===== config.mk =====
export PLATFORM = sky130hd
export DESIGN_NAME = ms_stopwatch
export DESIGN_NICKNAME = d
export VERILOG_FILES = /design/src/rtl/ms_stopwatch.sv
export SDC_FILE = /design/constraint.sdc
export NUM_CORES = 1
export LEC_CHECK = 0
export CAP_MARGIN = 20
export CORE_ASPECT_RATIO = 0.7
export CORE_UTILIZATION = 54
export DETAILED_ROUTE_END_ITERATION = 8
export GPL_ROUTABILITY_DRIVEN = 0
export GPL_TIMING_DRIVEN = 0
export PLACE_DENSITY = 0.85
export SETUP_SLACK_MARGIN = 0.05
export SLEW_MARGIN = 10
export SYNTH_ARGS = -nofsm -noshare
export SYNTH_HDL_FRONTEND = slang
export SYNTH_SLANG_ARGS = --single-unit

===== constraint.sdc =====
create_clock -name clk -period 4.2 [get_ports clk]
set_input_delay 0.63 -clock clk [delete_from_list [all_inputs] [get_ports clk]]
set_output_delay 0.63 -clock clk [all_outputs]
set_load 0.01 [all_outputs]

===== src/rtl/ms_stopwatch.sv =====
// ms_stopwatch: BCD mm:ss.mmm stopwatch fed by a 1 ms tick, with optional
// lap hold (define MS_STOPWATCH_LAP_EN to build the lap capture registers).
// Ports: clk, reset (sync, active-low), tick_1ms, start_stop, clear, lap in;
//   disp_min[7:0], disp_sec[7:0], disp_ms[11:0], running, full, lap_active out.
module ms_stopwatch #(
  parameter int MIN_MAX = 59
) (
  input  logic        clk,
  input  logic        reset,
  input  logic        tick_1ms,
  input  logic        start_stop,
  input  logic        clear,
  input  logic        lap,
  output logic [7:0]  disp_min,
  output logic [7:0]  disp_sec,
  output logic [11:0] disp_ms,
  output logic        running,
  output logic        full,
  output logic        lap_active
);

  localparam logic [3:0] MAX_T = 4'(MIN_MAX / 10);
  localparam logic [3:0] MAX_U = 4'(MIN_MAX % 10);

  typedef enum logic [1:0] {
    S_IDLE,
    S_RUN,
    S_PAUSE,
    S_FULL
  } state_e;

  state_e      state_q;
  logic        running_q;
  logic        full_q;

  logic [7:0]  cnt_min_q;
  logic [7:0]  cnt_sec_q;
  logic [11:0] cnt_ms_q;
  logic [7:0]  cnt_min_d;
  logic [7:0]  cnt_sec_d;
  logic [11:0] cnt_ms_d;

  logic [7:0]  inc_min;
  logic [7:0]  inc_sec;
  logic [11:0] inc_ms;

  logic [7:0]  disp_min_q;
  logic [7:0]  disp_sec_q;
  logic [11:0] disp_ms_q;

  logic        at_max;
  logic        hold_q;
  logic        freeze;

  assign at_max = (cnt_min_q == {MAX_T, MAX_U})
               && (cnt_sec_q == 8'h59)
               && (cnt_ms_q == 12'h999);

  // Full BCD ripple in one cycle; minutes never pass MIN_MAX
  // because at_max blocks the increment.
  always_comb begin
    inc_ms  = cnt_ms_q;
    inc_sec = cnt_sec_q;
    inc_min = cnt_min_q;
    if (cnt_ms_q[3:0] != 4'd9) begin
      inc_ms[3:0] = cnt_ms_q[3:0] + 4'd1;
    end else begin
      inc_ms[3:0] = 4'd0;
      if (cnt_ms_q[7:4] != 4'd9) begin
        inc_ms[7:4] = cnt_ms_q[7:4] + 4'd1;
      end else begin
        inc_ms[7:4] = 4'd0;
        if (cnt_ms_q[11:8] != 4'd9) begin
          inc_ms[11:8] = cnt_ms_q[11:8] + 4'd1;
        end else begin
          inc_ms[11:8] = 4'd0;
          if (cnt_sec_q[3:0] != 4'd9) begin
            inc_sec[3:0] = cnt_sec_q[3:0] + 4'd1;
          end else begin
            inc_sec[3:0] = 4'd0;
            if (cnt_sec_q[7:4] != 4'd5) begin
              inc_sec[7:4] = cnt_sec_q[7:4] + 4'd1;
            end else begin
              inc_sec[7:4] = 4'd0;
              if (cnt_min_q[3:0] != 4'd9) begin
                inc_min[3:0] = cnt_min_q[3:0] + 4'd1;
              end else begin
                inc_min[3:0] = 4'd0;
                inc_min[7:4] = cnt_min_q[7:4] + 4'd1;
              end
            end
          end
        end
      end
    end
  end

  // Tick counts against the state at the start of the cycle, so a
  // tick alongside RUN->PAUSE still lands.
  always_comb begin
    cnt_min_d = cnt_min_q;
    cnt_sec_d = cnt_sec_q;
    cnt_ms_d  = cnt_ms_q;
    if (clear) begin
      cnt_min_d = 8'h00;
      cnt_sec_d = 8'h00;
      cnt_ms_d  = 12'h000;
    end else if (state_q == S_RUN && tick_1ms && !at_max) begin
      cnt_min_d = inc_min;
      cnt_sec_d = inc_sec;
      cnt_ms_d  = inc_ms;
    end
  end

`ifdef MS_STOPWATCH_LAP_EN
  logic hold_d;

  always_comb begin
    hold_d = hold_q;
    if (clear) begin
      hold_d = 1'b0;
    end else if (lap && state_q != S_IDLE) begin
      hold_d = !hold_q;
    end
  end

  always_ff @(posedge clk) begin
    if (!reset) begin
      hold_q <= 1'b0;
    end else begin
      hold_q <= hold_d;
    end
  end

  // Capture and release both load the live count; only a hold that
  // persists across the edge keeps the old display.
  assign freeze = hold_q & hold_d;
`else
  logic unused_lap;

  assign unused_lap = lap;
  assign hold_q     = 1'b0;
  assign freeze     = 1'b0;
`endif

  always_ff @(posedge clk) begin
    if (!reset) begin
      cnt_min_q <= 8'h00;
      cnt_sec_q <= 8'h00;
      cnt_ms_q  <= 12'h000;
    end else begin
      cnt_min_q <= cnt_min_d;
      cnt_sec_q <= cnt_sec_d;
      cnt_ms_q  <= cnt_ms_d;
    end
  end

  always_ff @(posedge clk) begin
    if (!reset) begin
      disp_min_q <= 8'h00;
      disp_sec_q <= 8'h00;
      disp_ms_q  <= 12'h000;
    end else if (!freeze) begin
      disp_min_q <= cnt_min_d;
      disp_sec_q <= cnt_sec_d;
      disp_ms_q  <= cnt_ms_d;
    end
  end

  always_ff @(posedge clk) begin
    if (!reset) begin
      state_q   <= S_IDLE;
      running_q <= 1'b0;
      full_q    <= 1'b0;
    end else if (clear) begin
      state_q   <= S_IDLE;
      running_q <= 1'b0;
      full_q    <= 1'b0;
    end else begin
      unique case (state_q)
        S_IDLE: begin
          if (start_stop) begin
            state_q   <= S_RUN;
            running_q <= 1'b1;
          end
        end
        S_RUN: begin
          if (start_stop) begin
            state_q   <= S_PAUSE;
            running_q <= 1'b0;
          end else if (tick_1ms && at_max) begin
            state_q   <= S_FULL;
            running_q <= 1'b0;
            full_q    <= 1'b1;
          end
        end
        S_PAUSE: begin
          if (start_stop) begin
            state_q   <= S_RUN;
            running_q <= 1'b1;
          end
        end
        S_FULL: begin
          state_q <= S_FULL;
        end
      endcase
    end
  end

  assign disp_min   = disp_min_q;
  assign disp_sec   = disp_sec_q;
  assign disp_ms    = disp_ms_q;
  assign running    = running_q;
  assign full       = full_q;
  assign lap_active = hold_q;

endmodule


### Word-level counts from Yosys, hierarchy flattened

Index checks and enable logic that the tools add are counted.
Widths: inputs -> output; s select.

* reduce and logical (&&, ||, !) cells: 19
* bitwise operators: 8
* equality and inequality tests: 14
* add/sub/neg operators: 7
* muxes and demuxes: 14

Operator list (number)
* $add 4x1->4 const B: 7
* $mux 4: 6
* $ne 4x4->1 const B: 5
* $eq 8x7->1 const B: 2
* $eq 12x12->1 const B: 1
* $reduce_and 3->1: 3
* $not 1->1: 8
* $reduce_and 7->1: 1
* $mux 2: 3
* $pmux 2 s3: 1
* $reduce_and 6->1: 1
* $logic_and 1x1->1: 5
* $reduce_and 5->1: 1
* $eq 2x2->1 const B: 2
* $ne 4x3->1 const B: 1
* $reduce_and 2->1: 2
* $reduce_and 4->1: 1
* $reduce_or 2->1: 2
* $mux 1: 3
* $ne 3x2->1 const B: 1
* $eq 2x1->1 const B: 1
* $logic_not 2->1: 1
* $ne 2x1->1 const B: 1
* $pmux 1 s2: 1
* other kinds (2): 2

* input port bits: 6
* bits in registers: 32
* logic and storage cells: 72
* output and inout port bits: 31

### Longest topological paths before layout

Gate-level depths: netlist (run 1).

* depth after elaboration: 7
* depth in mapped cells: 7
* mapped depth without buffers: 7

### Least setup slack after synthesis (run 1)

Ideal clock, no wire load.

* path type: input to register
* start: input port tick_1ms
* end: register disp_min_q[7], in the netlist disp_min[7]
* data required time: 4.130 ns
* slack: 2.128 ns
* data arrival time: 2.001 ns
* setup time: 0.070 ns
* cell stages on the path: 6
* path buffers: 1
* path through: and3b_1 -> buf_4 -> nand3_4 -> or4_4 -> or3_1 -> a21oi_1

* longest elaborated chain between the ends: 3

Ends and longest elaborated chain
* start, declared: RTL line 10 `input logic tick_1ms,`
* $logic_and 1x1->1 (2 in series): RTL line 108 `end else if (state_q == S_RUN && tick_1ms && !at_max) begin`
* $reduce_and 7->1 (no source line)
* end signal, assigned: RTL line 164 `disp_min_q <= cnt_min_d;`
* end, declared: RTL line 47 `logic [7:0] disp_min_q;`

No other way between the ends.
A chain may end at the register's enable or synchronous reset.

### Worst setup path after layout (run 1)

* start: input port tick_1ms
* end: register disp_min_q[3], in the netlist disp_min[3]

* longest elaborated chain between the ends: 3

Ends and longest elaborated chain (RTL line)
* $logic_and 1x1->1 (2 in series): 108
* $reduce_and 6->1 (no source line)

No other way between the ends.

==> impl_metrics.json, run 1 <==
{
  "status": "completed",
  "crit_path_cell_trace": "clkdlybuf4s50_1 > and3b_1 > buf_4 > nand3_4 > nor4_1 > mux2i_1 > a21oi_1",
  "ys_ff_latch": 32,
  "min_path_type": "reg2reg",
  "synth_edf_count": 0,
  "path_clk_slew_ns": 0.06,
  "grt_pass1_vias": 1467,
  "leakagePower_nw": 0.670,
  "layout.nets": 245,
  "clockBufferDepth": 2,
  "synth_top_cell_area_share_pct": 38.4,
  "cp.required_ns": 4.35,
  "synth_cell_type_count": 47,
  "r2r.worst_path.cells": 5,
  "timing.rr.start": "disp_ms[6]$_SDFFE_PP0P_",
  "dieWidth_um": 68.5,
  "period_needed_ns": 2.49,
  "tightest_slew_ns": 0.876,
  "root_buffer": "clkbuf_8",
  "cp_slowest_cell": "nor4_1",
  "rr_endpoint": "disp_min[3]$_SDFFE_PP0P_",
  "fp.dieH_um": 48.5,
  "slew_headroom_pct": 41.1,
  "syn_area_per_cell_sq_um": 8.52,
  "coreArea_sq_um": 2860,
  "wl_per_cell_um": 15.3,
  "maxCapViolCount": 0,
  "rsz0062_at_grt": "no",
  "synth_nets": 204,
  "max_freq_mhz": 402,
  "viasPerCell": 5.77,
  "vias": 1582,
  "synth_seq_area_share_pct": 38.4,
  "grt_pass1_wl_um": 6870,
  "worst_path_largest_cell_delay_ns": 0.75,
  "pwr-share-comb_pct": 3.5,
  "grt.overflow.total": 0,
  "dp_hpwl_um": 3000,
  "dr.pass1.iters": 4,
  "post_cts_buffers": 0,
  "p_sw_share_pct": 21.3,
  "critPathCaptureType": "flip-flop",
  "ys_warn_count": 0,
  "setup_viol_count_final": 0,
  "finalWorstSetupSlack_ns": 1.71,
  "fin_cells": 274,
  "cts.htree.levels": 2,
  "initial_core_util_pct": 58.3,
  "hold_path_end": "full$_SDFFE_PP0P_",
  "p_int_uw": 446,
  "arrival_ns": 2.64,
  "syn_to_final_growth_pct": 28.5,
  "clk-insertion-delay-late_ns": 0.28,
  "diodes": 0,
  "drc_errors": 0,
  "num_io_pins": 37,
  "async_flop_share_pct": 0,
  "gr-usage-all-layers_pct": 28.0,
  "io_buffers": 34,
  "cts_resized": 0,
  "yosys-top-cells-count": "dfxtp_1 (32), nor2_1 (17), a21oi_1 (14)",
  "cts.sinks": 32,
  "grt_antenna_before_repair": 0,
  "synth_top_flop_cell": "dfxtp_1",
  "drt_iter0_drc": 93,
  "netlist_instances": 196,
  "cts.hold.buffers_added": 0,
  "grt_max_degree": 11,
  "finalClockSkew_ns": 0.00518,
  "die_area_sq_um": 3320,
  "ff2ff_setup_slack_ns": 2.03,
  "min-delay-start": "full$_SDFFE_PP0P_",
  "final_layout_size_suffix_gt1_share_pct": 7.98,
  "wl_um": 4190,
  "cts_buffers": 5,
  "fin_crit_sh_pct": 59.3,
  "p_seq_share_pct": 53.9,
  "hold_violations": 0,
  "holdPathStages": 2,
  "rows": 16,
  "p_per_area_nw_per_um2": 264,
  "yosys.area.top_type": "dfxtp_1",
  "ant_nets": 0,
  "cp-start-kind": "input pin",
  "ir_drop_mv": 0.188,
  "critPathMaxFanout": 9,
  "power.share.clock_pct": 42.6,
  "path_class": "in2reg",
  "placed_cells": 266,
  "yosysMostFrequentCell": "dfxtp_1",
  "drv_slew": 0,
  "place_ws_ns": 1.44,
  "fin_tns_setup_ns": 0,
  "cts_tree": "built",
  "p_switching_uw": 121,
  "syn-cell-area_sq_um": 1670,
  "synth_area_leaders": "dfxtp_1 (38%), a21oi_1 (4.2%), nor2_1 (3.8%)"
}
==> per-layer routing <==
layer  routed length (um)  global-route usage [%]
met2                 1940                    43.0
met4                   40                    9.38
met5                    0                       0
met1                 1990                    38.3
met3                  219                    6.13
==> per-stage QoR <==
stage / utilization (%) / cell area [sq um] / hold slack [ns] / power, mW
2_1_floorplan: - / 1670 / 0.469 / 0.323
3_3_place_gp: 71.8 / 2050 / 0.457 / 0.331
4_1_cts: 74.9 / 2140 / 0.487 / 0.571
3_5_place_dp: 71.8 / 2050 / 0.478 / 0.332
6_report: 74.9 / 2140 / 0.487 / 0.567
5_1_grt: 74.9 / 2140 / 0.513 / 0.586
==> cell type report <==
class                           instances  area, sq um
Buffer                                  7         36.3
Clock buffer                            8         90.1
Fill cell                             210          718
Inverter                               12         45.0
Multi-Input combinational cell        145          947
Sequential cell                        32          641
Tap cell                               36         45.0
Timing Repair Buffer                   34          340
==> worst max-delay path by stage <==
stage | start | to | cells past startpoint
3_5_place_dp | tick_1ms | disp_min[3]$_SDFFE_PP0P_ | 7
6_report | tick_1ms | disp_min[3]$_SDFFE_PP0P_ | 7
2_1_floorplan | tick_1ms | disp_min[7]$_SDFFE_PP0P_ | 6
4_1_cts | tick_1ms | disp_min[3]$_SDFFE_PP0P_ | 7
3_3_place_gp | tick_1ms | disp_min[3]$_SDFFE_PP0P_ | 7
5_1_grt | tick_1ms | disp_min[1]$_SDFFE_PP0P_ | 7
==> worst max-delay path, delay by kind of cell <==
family                 cells  cell delay [ns]
buffers and inverters      2             0.62
muxes                      1             0.27
AOI/OAI and AO/OA          1             0.07
and+or+nand+nor            3             1.03
==> kinds of logic (layout without fill, tap and decap cells) <==
kind of cell             after synthesis  count (layout)  share of synthesized area [%]
AND/OR/NAND/NOR                       85              85                           31.8
AO/OA/AOI/OAI                         44              44                           16.3
flip-flops                            32              32                           38.4
buffers and inverters                 19              61                           4.87
XOR/XNOR                              11              11                           5.77
adder cells (fa/ha/maj)                2               2                           1.50
multiplexers                           2               2                           1.20
other                                  1               1                          0.225
==> placed cells by master (no fill, tap or decap), types with 3 or more instances in the layout <==
master / instances
clkdlybuf4s50_1: 34
dfxtp_1: 32
nor2_1: 17
a21oi_1: 14
inv_1: 12
o21ai_0: 10
nand2_1: 9
nand3_1: 9
nor2b_1: 8
or3_1: 7
xnor2_1: 6
clkbuf_8: 6
clkbuf_1: 5
xor2_1: 5
a31oi_1: 5
and4bb_2: 4
nor4_1: 4
nor3_1: 4
nand4_1: 3
nand2b_1: 3
==> power by group through the flow <==
stage                     Combinational (mW)  Clock, mW  Sequential [mW]
after floorplan                      0.00991          0            0.313
after global placement                0.0187          0            0.312
after detailed placement              0.0193          0            0.313
after CTS                             0.0195      0.246            0.306
after global routing                  0.0209      0.259            0.306
final                                 0.0197      0.242            0.306
==> sequential cells by signal, summed over array words and instances (netlist names) <==
register	cells
disp_sec	8
disp_ms	12
state_q	2
disp_min	8
full	1
running	1
No activity file was read; power rests on OpenSTA's default activity.
==> inputs of run 2 (changes only) <==
--- a/config.mk
+++ b/config.mk
@@ -7,11 +7,11 @@
 export LEC_CHECK = 0
 export CAP_MARGIN = 20
 export CORE_ASPECT_RATIO = 0.7
-export CORE_UTILIZATION = 54
+export CORE_UTILIZATION = 50
 export DETAILED_ROUTE_END_ITERATION = 8
 export GPL_ROUTABILITY_DRIVEN = 0
 export GPL_TIMING_DRIVEN = 0
-export PLACE_DENSITY = 0.85
+export PLACE_DENSITY = 0.79
 export SETUP_SLACK_MARGIN = 0.05
 export SLEW_MARGIN = 10
 export SYNTH_ARGS = -nofsm -noshare
==> constraint.sdc (replaced) <==
create_clock -name clk -period 2.58 [get_ports clk]
set_input_delay 0.387 -clock clk [delete_from_list [all_inputs] [get_ports clk]]
set_output_delay 0.387 -clock clk [all_outputs]
set_load 0.01 [all_outputs]
==> run 2 against run 1 <==
Net effect: clock power increased by 50%; utilization decreased by 7.6 points; clock skew decreased by 0.0027 ns; worst hold slack got worse by 0.011 ns; routed wire length decreased by 11%; critical endpoint unchanged; first-iteration DRC count increased by 42%; register-to-register slack got worse by 1.6 ns; highest routed layer unchanged; die area increased by 7.7%; count of clock-buffer cells in the layout decreased by 2.
==> impl_metrics.json, run 2 (synthesis results as in run 1) <==
{
  "dr.pass1.iters": 6,
  "drc_errors": 0,
  "clockBufferDepth": 2,
  "path_clk_slew_ns": 0.06,
  "drv_slew": 0,
  "r2r.worst_path.cells": 7,
  "coreArea_sq_um": 3170,
  "syn_to_final_growth_pct": 27.9,
  "fp.dieH_um": 50.3,
  "final_cell_mix": "clkdlybuf4s50_1 (34), dfxtp_1 (32), nor2_1 (17)",
  "grt_pass1_vias": 1368,
  "diodes": 0,
  "layout.nets": 245,
  "dieWidth_um": 71.1,
  "grt_pass1_wl_um": 6400,
  "ff2ff_setup_slack_ns": 0.43,
  "setup_viol_count_final": 0,
  "power.share.clock_pct": 40.7,
  "cp.required_ns": 2.73,
  "setup.worst_path.start": "tick_1ms",
  "p_sw_share_pct": 22.5,
  "status": "completed",
  "layout_commonest_cell": "clkdlybuf4s50_1",
  "crit_end": "disp_min[3]$_SDFFE_PP0P_",
  "root_buffer": "clkbuf_8",
  "placed_cells": 268,
  "die_area_sq_um": 3580,
  "rr_endpoint": "disp_ms[9]$_SDFFE_PP0P_",
  "max_freq_mhz": 455,
  "finalWorstSetupSlack_ns": 0.381,
  "cts_resized": 0,
  "totalPowerFinal_uw": 894,
  "fin_tns_setup_ns": 0,
  "post_cts_buffers": 0,
  "multi_input_area_sq_um": 947,
  "grt_antenna_before_repair": 0,
  "wl_um": 3730,
  "grt_max_degree": 11,
  "io_buffers": 34,
  "fill_cells": 267,
  "hold_violations": 0,
  "clk-insertion-delay-late_ns": 0.29,
  "cts.sinks": 32,
  "viasPerCell": 5.64,
  "p_int_uw": 692,
  "wl_per_cell_um": 13.6,
  "grt.overflow.total": 0,
  "num_io_pins": 37,
  "vias": 1552,
  "period_needed_ns": 2.20,
  "drt_iter0_drc": 132,
  "pwr-share-comb_pct": 3.5,
  "initial_core_util_pct": 52.7,
  "timing.rr.start": "disp_min[5]$_SDFFE_PP0P_",
  "min_path_type": "reg2reg",
  "rsz0062_at_grt": "no",
  "critPathCaptureType": "flip-flop",
  "seqCellArea_sq_um": 641,
  "maxCapViolCount": 0,
  "arrival_ns": 2.35,
  "p_switching_uw": 202,
  "cts.hold.buffers_added": 0,
  "p_seq_share_pct": 55.7,
  "holdPathStages": 2,
  "tightest_slew_ns": 0.805,
  "ant_nets": 0,
  "dp_hpwl_um": 2640,
  "slew_headroom_pct": 45.8,
  "fin_cells": 275,
  "cts.htree.levels": 2,
  "cts_buffers": 5,
  "finalClockSkew_ns": 0.00246,
  "whs_ns": 0.477,
  "path_class": "in2reg",
  "cts_tree": "built",
  "fin_crit_sh_pct": 85.2,
  "place_ws_ns": 0.0813,
  "cp-start-kind": "input pin",
  "ir_drop_mv": 0.315,
  "rows": 17,
  "largest_reg_flops": 12,
  "gr-usage-all-layers_pct": 23.5,
  "p_per_area_nw_per_um2": 419,
  "final_layout_size_suffix_gt1_share_pct": 8.02,
  "critPathMaxFanout": 9,
  "leakagePower_nw": 0.665
}
## run 2: cell count changes in the layout (fill, tap and decap cells not counted)
cell / change
clkbuf_1: -1
clkbuf_8: -1
clkinv_2: +1
## run 2: metrics by stage
step | instance area, sq um | utilization [%]
2_1_floorplan | 1670 | -
5_1_grt | 2130 | 67.4
3_3_place_gp | 2060 | 64.9
3_5_place_dp | 2060 | 64.9
6_report | 2130 | 67.4
4_1_cts | 2130 | 67.4
## run 2: critical path, cell delays in order
cell	delay (ns)
clkdlybuf4s50_1	0.47
and3b_1	0.16
buf_4	0.15
nand3_4	0.14
nor4_1	0.70
mux2i_1	0.26
a21oi_1	0.08
## run 2: final cells by class
class | count | area share, %
Sequential cell | 32 | 30.0
Inverter | 12 | 2.11
Buffer | 7 | 1.70
Clock buffer | 6 | 3.40
Tap cell | 38 | 2.23
Multi-Input combinational cell | 145 | 44.4
Timing Repair Buffer | 34 | 15.9
Clock inverter | 1 | 0.234
## run 2: worst min path at each step
stage                                  from                 endpoint  slack [ns]
finish                    full$_SDFFE_PP0P_        full$_SDFFE_PP0P_        0.48
global route              full$_SDFFE_PP0P_        full$_SDFFE_PP0P_        0.52
CTS                       full$_SDFFE_PP0P_        full$_SDFFE_PP0P_        0.48
detailed placement        full$_SDFFE_PP0P_        full$_SDFFE_PP0P_        0.47
global placement          full$_SDFFE_PP0P_        full$_SDFFE_PP0P_        0.46
floorplan           state_q[0]$_SDFFE_PP0P_  state_q[0]$_SDFFE_PP0P_        0.47
## run 2: power groups by stage
| stage | combinational (mW) | sequential [mW] | clock (mW) |
|---|---|---|---|
| finish | 0.0317 | 0.498 | 0.364 |
| global route | 0.0351 | 0.498 | 0.392 |
| CTS | 0.0321 | 0.498 | 0.370 |
| detailed placement | 0.0315 | 0.509 | 0 |
| global placement | 0.0309 | 0.509 | 0 |
| floorplan | 0.0161 | 0.509 | 0 |
## run 2: layer usage
metal  wire (um)  up-vias  GRT usage, %
li1            -      795             -
met1        1960      720          33.5
met2        1530       31          33.7
met3         179        6          5.62
met4          59        0          10.0
met5           0        -             0
